### src/rtl/mem_loader_pkg.sv
// Shared constants and the loader FSM state type for the calculator preload stage.
package mem_loader_pkg;
  localparam int ADDR_W        = 9;
  localparam int MEM_WORD_SIZE = 64;
  localparam int LOAD_DATA_W   = 32;

  typedef enum logic [2:0] {
    IDLE,
    LO,
    HI,
    WR,
    DONE
  } loader_state_e;
endpackage

### src/rtl/mem_loader_if.sv
// Host-to-loader operand stream: valid/ready handshake carrying one host word per beat.
interface mem_loader_if #(
  parameter int DATA_W = mem_loader_pkg::LOAD_DATA_W
);
  logic              in_valid;
  logic [DATA_W-1:0] in_data;
  logic              in_ready;

  modport master (output in_valid, output in_data, input  in_ready);
  modport slave  (input  in_valid, input  in_data, output in_ready);
endinterface

### src/rtl/mem_loader.sv
// Packs pairs of host words into 64-bit SRAM words and writes them over an inclusive address window.
module mem_loader
  import mem_loader_pkg::*;
#(
  parameter int ADDR_W        = mem_loader_pkg::ADDR_W,
  parameter int MEM_WORD_SIZE = mem_loader_pkg::MEM_WORD_SIZE,
  parameter int DATA_W        = LOAD_DATA_W
) (
  input  logic                     clk_i,
  input  logic                     rst_i,
  input  logic                     start_i,
  input  logic [ADDR_W-1:0]        load_start_addr,
  input  logic [ADDR_W-1:0]        load_end_addr,
  mem_loader_if.slave              host,
  output logic                     write,
  output logic [ADDR_W-1:0]        w_addr,
  output logic [MEM_WORD_SIZE-1:0] w_data,
  output logic                     busy,
  output logic                     done,
  output logic                     err,
  output logic [ADDR_W:0]          words_written
);

  loader_state_e     state, state_n;
  logic [ADDR_W-1:0] cur_addr;
  logic [ADDR_W-1:0] end_addr;
  logic [DATA_W-1:0] lo_reg;
  logic              window_bad;

  assign window_bad = (load_end_addr < load_start_addr);

  always_ff @(posedge clk_i or posedge rst_i) begin
    if (rst_i) state <= IDLE;
    else       state <= state_n;
  end

  always_comb begin
    state_n       = state;
    host.in_ready = 1'b0;
    write         = 1'b0;
    busy          = 1'b0;
    done          = 1'b0;
    case (state)
      IDLE: begin
        if (start_i) state_n = window_bad ? DONE : LO;
      end
      LO: begin
        host.in_ready = 1'b1;
        busy          = 1'b1;
        if (host.in_valid) state_n = HI;
      end
      HI: begin
        host.in_ready = 1'b1;
        busy          = 1'b1;
        if (host.in_valid) state_n = WR;
      end
      WR: begin
        write   = 1'b1;
        busy    = 1'b1;
        state_n = (cur_addr == end_addr) ? DONE : LO;
      end
      DONE: begin
        done = 1'b1;
        if (start_i) state_n = window_bad ? DONE : LO;
      end
      default: state_n = IDLE;
    endcase
  end

  // w_addr/w_data are captured on the second accepted word so they stay stable
  // through WR and hold afterwards while cur_addr advances.
  always_ff @(posedge clk_i or posedge rst_i) begin
    if (rst_i) begin
      cur_addr      <= '0;
      end_addr      <= '0;
      lo_reg        <= '0;
      w_addr        <= '0;
      w_data        <= '0;
      err           <= 1'b0;
      words_written <= '0;
    end else begin
      case (state)
        IDLE, DONE: begin
          if (start_i) begin
            cur_addr      <= load_start_addr;
            end_addr      <= load_end_addr;
            words_written <= '0;
            err           <= window_bad;
          end
        end
        LO: begin
          if (host.in_valid) lo_reg <= host.in_data;
        end
        HI: begin
          if (host.in_valid) begin
            w_data <= {host.in_data, lo_reg};
            w_addr <= cur_addr;
          end
        end
        WR: begin
          words_written <= words_written + (ADDR_W + 1)'(1);
          if (cur_addr != end_addr) cur_addr <= cur_addr + ADDR_W'(1);
        end
        default: ;
      endcase
    end
  end

endmodule

### src/flat_wrapper.sv
// flat-port wrapper written by rule: the top's interface ports become plain ports
module mem_loader_flat import mem_loader_pkg::*;
#(
  parameter int ADDR_W        = mem_loader_pkg::ADDR_W,
  parameter int MEM_WORD_SIZE = mem_loader_pkg::MEM_WORD_SIZE,
  parameter int DATA_W        = LOAD_DATA_W
)
  (clk_i, rst_i, start_i, load_start_addr, load_end_addr, write, w_addr, w_data, busy, done, err, words_written, host_in_valid, host_in_data, host_in_ready);
  mem_loader_if #(.DATA_W(DATA_W)) host_i ();
  input  logic clk_i;
  input  logic rst_i;
  input  logic start_i;
  input  logic [ADDR_W-1:0] load_start_addr;
  input  logic [ADDR_W-1:0] load_end_addr;
  output logic write;
  output logic [ADDR_W-1:0] w_addr;
  output logic [MEM_WORD_SIZE-1:0] w_data;
  output logic busy;
  output logic done;
  output logic err;
  output logic [ADDR_W:0] words_written;
  input wire logic [$bits(host_i.in_valid)-1:0] host_in_valid;
  input wire logic [$bits(host_i.in_data)-1:0] host_in_data;
  output wire logic [$bits(host_i.in_ready)-1:0] host_in_ready;
  assign host_i.in_valid = host_in_valid;
  assign host_i.in_data = host_in_data;
  assign host_in_ready = host_i.in_ready;
  mem_loader #(.ADDR_W(ADDR_W), .MEM_WORD_SIZE(MEM_WORD_SIZE), .DATA_W(DATA_W)) u_core (.clk_i(clk_i), .rst_i(rst_i), .start_i(start_i), .load_start_addr(load_start_addr), .load_end_addr(load_end_addr), .host(host_i), .write(write), .w_addr(w_addr), .w_data(w_data), .busy(busy), .done(done), .err(err), .words_written(words_written));
endmodule
### config.mk
export PLATFORM = sky130hd
export DESIGN_NAME = mem_loader_flat
export DESIGN_NICKNAME = d
export VERILOG_FILES = /design/src/rtl/mem_loader_pkg.sv /design/src/rtl/mem_loader_if.sv /design/src/rtl/mem_loader.sv /design/src/flat_wrapper.sv
export SDC_FILE = /design/constraint.sdc
export NUM_CORES = 1
export LEC_CHECK = 0
export CAP_MARGIN = 0
export CORE_MARGIN = 10
export CORE_UTILIZATION = 40
export DETAILED_ROUTE_END_ITERATION = 6
export MAX_ROUTING_LAYER = met4
export PLACE_DENSITY_LB_ADDON = 0.3
export SYNTH_ARGS = -nofsm -noshare
export SYNTH_HDL_FRONTEND = slang
export SYNTH_SLANG_ARGS = --single-unit
### constraint.sdc
create_clock -name clk_i -period 7.05 [get_ports clk_i]
set_input_delay 2.115 -clock clk_i [delete_from_list [all_inputs] [get_ports clk_i]]
set_output_delay 2.115 -clock clk_i [all_outputs]
set_load 0.005 [all_outputs]
== Word level (Yosys, flattened, before mapping) ==
Cells that the tools add are included.
Widths: inputs -> output; s select.
Cells by class
  reduce and logical (&&, ||, !) cells: 11
  div/mod/pow operators: 0
  shift operators: 0
  add/sub/neg operators: 2
  bitwise gates (word level): 0
  eq/ne operators: 10
  muxes and demuxes: 15
  multipliers: 0
  order comparisons: 1
Operators by type and width (count)
  $pmux 10 s2: 1
  $mux 9: 2
  $pmux 9 s2: 1
  $mux 3: 5
  $pmux 3 s4: 1
  $add 10x1->10 const B: 1
  $mux 10: 1
  $add 9x1->9 const B: 1
  $eq 9x9->1: 1
  $lt 9x9->1: 1
  $ne 9x9->1: 1
  $reduce_and 2->1: 4
  $eq 3x2->1 const B: 2
  $reduce_and 3->1: 2
  $mux 1: 4
  $ne 2x1->1 const B: 2
  $ne 2x2->1 const B: 2
  $reduce_or 2->1: 2
  $eq 3x1->1 const B: 1
  $eq 3x3->1 const B: 1
  $logic_not 3->1: 1
  $reduce_or 3->1: 1
  $reduce_bool 2->1: 1
Word-level totals
  bits in registers: 137
  RAM bits: 0
  word-level logic and storage cells: 47
  memories kept: 0
  output and inout bits: 88
  bits in read-only memories: 0
  input bits: 54
  bits in latches: 0

== Longest topological paths before layout ==
  word-level depth: 4
  gate-level depth with buffers: 8
  mapped depth without buffers: 8

== Least setup slack after synthesis ==
Ideal clock, no wire load.
  path type: in2reg
  from: in load_start_addr[1]
  to: reg u_core.state[2]
  path buffers: 0
  arrival time: 3362 ps
  setup time: 87 ps
  required time: 6963 ps
  cell stages on the path: 7
  setup slack: 3602 ps
  path through: inv_1 -> ha_1 -> a2111o_1 -> a31oi_1 -> o21ai_0 -> or2_2 -> o211ai_1
On the way
  word-level cells in the longest chain between the ends: 4
Ends and longest elaborated chain
  from (decl): RTL line flat_wrapper.sv:13  | input logic [ADDR_W-1:0] load_start_addr;
  $lt 9x9->1: RTL line mem_loader.sv:30  | assign window_bad = (load_end_addr < load_start_addr);
  $mux 3 (2 in a row): RTL line mem_loader.sv:45, mem_loader.sv:64
  $pmux 3 s4: RTL line mem_loader.sv:43  | case (state)
  to (signal assigned): RTL line mem_loader.sv:34  | else state <= state_n;
  to (decl): RTL line mem_loader.sv:24  | loader_state_e state, state_n;
Every way passes these cells. The select of a mux whose other input is x is not followed.
A chain may end at the register's enable or synchronous reset.

== Worst setup path after layout ==
  from: reg u_core.state[2]
  to: out write
On the way
  word-level cells in the longest chain between the ends: 2
Ends and longest elaborated chain
  $eq 3x2->1: RTL line mem_loader.sv:43
  $mux 1: RTL line mem_loader.sv:43
  to (decl): RTL line flat_wrapper.sv:15  | output logic write;
Every way passes these cells.

==> reports/results.ini <==
[floorplanning]
dieArea_mm2 = 0.0194
std_cell_rows = 43
core_mm2 = 0.0139
fp.dieH_um = 139
start_util_pct = 41.0
fp.dieW_um = 139
io-pin-count = 142

[run_status]
status = finished clean

[setup_path]
crit_path_max_incr_delay_ns = 0.60
startpoint = u_core.state[2]
cp.required_ns = 4.93
crit_type = flip-flop to output pin
critPathBufInv = 2
cp-start-kind = flip-flop
path_delay_family = buffers and inverters
cp-end-kind = output pin
worstPathMaxFanout = 15
r2r-start = u_core.state[2]
crit_slowest_cell = clkdlybuf4s50_1
cp.arrival_ns = 2.26
crit_chain = nand3b_1 -> inv_1 -> clkdlybuf4s50_1

[clocking]
cts.clk_slew.worst_paths_ns = 0.05
htreeDepth = 4
ctsHoldBuffers = 0
worstSkewPairLatency_ns = 0.41
clock-sinks = 137
numCtsBuffers = 17
cts_buffer_depth = 2
root_buffer = clkbuf_16
ctsResizeCount = 0
cts_tree = built
post-cts-setup-buffers = 0

[timing]
rsz0062_at_grt = no
post-route-period-util_pct = 62.1
hold_slack_ns = 0.482
clock_skew_ns = 0.00616
maxSlewHeadroom_pct = 35.6
layout_min_cycle_time_ns = 4.38
hold_viol = 0
tns_ns = 0
setup_viol = 0
final_max_slew_viol_count = 0
setup_slack_ns = 2.67
max_freq_ghz = 0.228
tightest_slew_ns = 0.965

[logic_synthesis]
synth_common_cells = dfrtp_1, mux2_2, nand2_1
synth-edff-count = 0
yosysMostFrequentCell = dfrtp_1
yosysWarnings = 0
synth.top_cells.by_area = dfrtp_1, mux2_2, nand2_1, ha_1, mux2_1
synth_flop_cell = dfrtp_1
syn_inst = 429
synthesis.nets = 493
ys_ff_latch = 137
synth.largest_area_cell = dfrtp_1
netlist_area_mm2 = 0.00571
yosysSeqAreaShare_pct = 60.1
synth_cell_type_count = 40
synth_top_area_share_pct = 60.1
ys_async_sr_fraction_pct = 100
synth_area_per_cell_um2 = 13.3

[layout]
final_nets = 640
fill_cells = 1122
antenna_cells = 0
largest_register_ffs = 64
drive_gt1_share_pct = 23.0
area_growth_pct = 38.4
fin_area_mm2 = 0.00790

[placed_design]
hpwl_um = 9780
numPortBuffers = 141
routabilityCongestion = 0.880
dpl_cell_area_mm2 = 0.00730
place_ws_ns = 2.36

[route]
routed_wl_um = 13400
firstDrtPassIters = 4
via_per_inst = 4.99
vias = 3830
wl_per_cell_um = 17.4
drc = 0
antenna_left = 0
drtIter0Drc = 142

[worst_hold_path]
min-delay-path-class = flip-flop to flip-flop
min_from = u_core.err

[global_route]
grt_first_pass_wirelength_um = 22000
antenna_found_initial = 0
grt_usage_pct = 14.4
grt_max_degree = 79
first_global_vias = 4149
overflow = 0

[pwr]
leakage_nw = 3.40
power_density_mw_per_mm2 = 443
peakVddDrop_uv = 225

[job]
drv_cap = 0

[power breakdown]
part | leakage, nW | internal (mW) | switching, mW
combinational | 1.45 | 0.778 | 0.449
sequential | 1.67 | 1.16 | 0.240
clock | 0.289 | 0.558 | 0.320
total | 3.40 | 2.49 | 1.01
[cell families (layout without fill, tap and decap cells)]
logic type	after synthesis	after routing	share of synthesized area [%]
muxes	110	110	21.6
DFF	137	137	60.1
adders and majority gates	10	10	2.19
buffers and inverters	28	187	2.24
AOI/OAI and AO/OA	39	39	4.32
xor gates and xnor gates	11	11	1.69
and+or+nand+nor	94	94	7.91
[cell type report]
class	instances	area [um2]	area share, %
Timing Repair Buffer	144	1430	18.2
Clock inverter	9	115	1.46
Multi-Input combinational cell	264	2160	27.4
Clock buffer	22	484	6.13
Sequential cell	137	3430	43.4
Tap cell	180	225	2.85
Inverter	12	47.5	0.602
[worst paths after layout]
check                                         end  slack, ns  depth (start not counted)
worst max-delay path                        write       2.67                          3
worst min-delay path                   u_core.err       0.48                          2
worst min register to register         u_core.err       0.48                          2
max in group asynchronous       u_core.w_data[53]       4.03                          3
worst max register to register  u_core.w_data[10]       4.49                          4
min in group asynchronous        u_core.lo_reg[1]       2.30                          3
[placed cells by master (no fill, tap or decap), drive strengths merged, types with 10 or more instances in the layout]
cell type	Yosys	layout
nand2	46	46
clkbuf	3	22
ha	10	10
clkdlybuf4s50	0	141
nor2	14	14
dfrtp	137	137
nand3	10	10
mux2	105	105
inv	12	13
a21oi	12	12
[worst min-delay path, cell delays in order, from the launching register on]
cell     delay [ns]
dfrtp_1        0.35
nand2_1        0.05
nand2_1        0.05
[through the flow]
| stage | util, % | total power [mW] | cells |
|---|---|---|---|
| 5_1_grt | 56.7 | 3.73 | 768 |
| 3_5_place_dp | 52.4 | 2.66 | 737 |
| 6_report | 56.7 | 3.50 | 768 |
| 2_1_floorplan | - | 1.97 | 429 |
| 3_3_place_gp | 52.4 | 2.60 | 737 |
| 4_1_cts | 56.7 | 3.56 | 768 |
[per-layer routing]
metal	wire length, um	global-route usage, %
met2	6750	23.1
met5	0	-
met1	5580	15.9
met3	884	5.04
met4	184	5.99
Power figures use the tool's default switching activity.
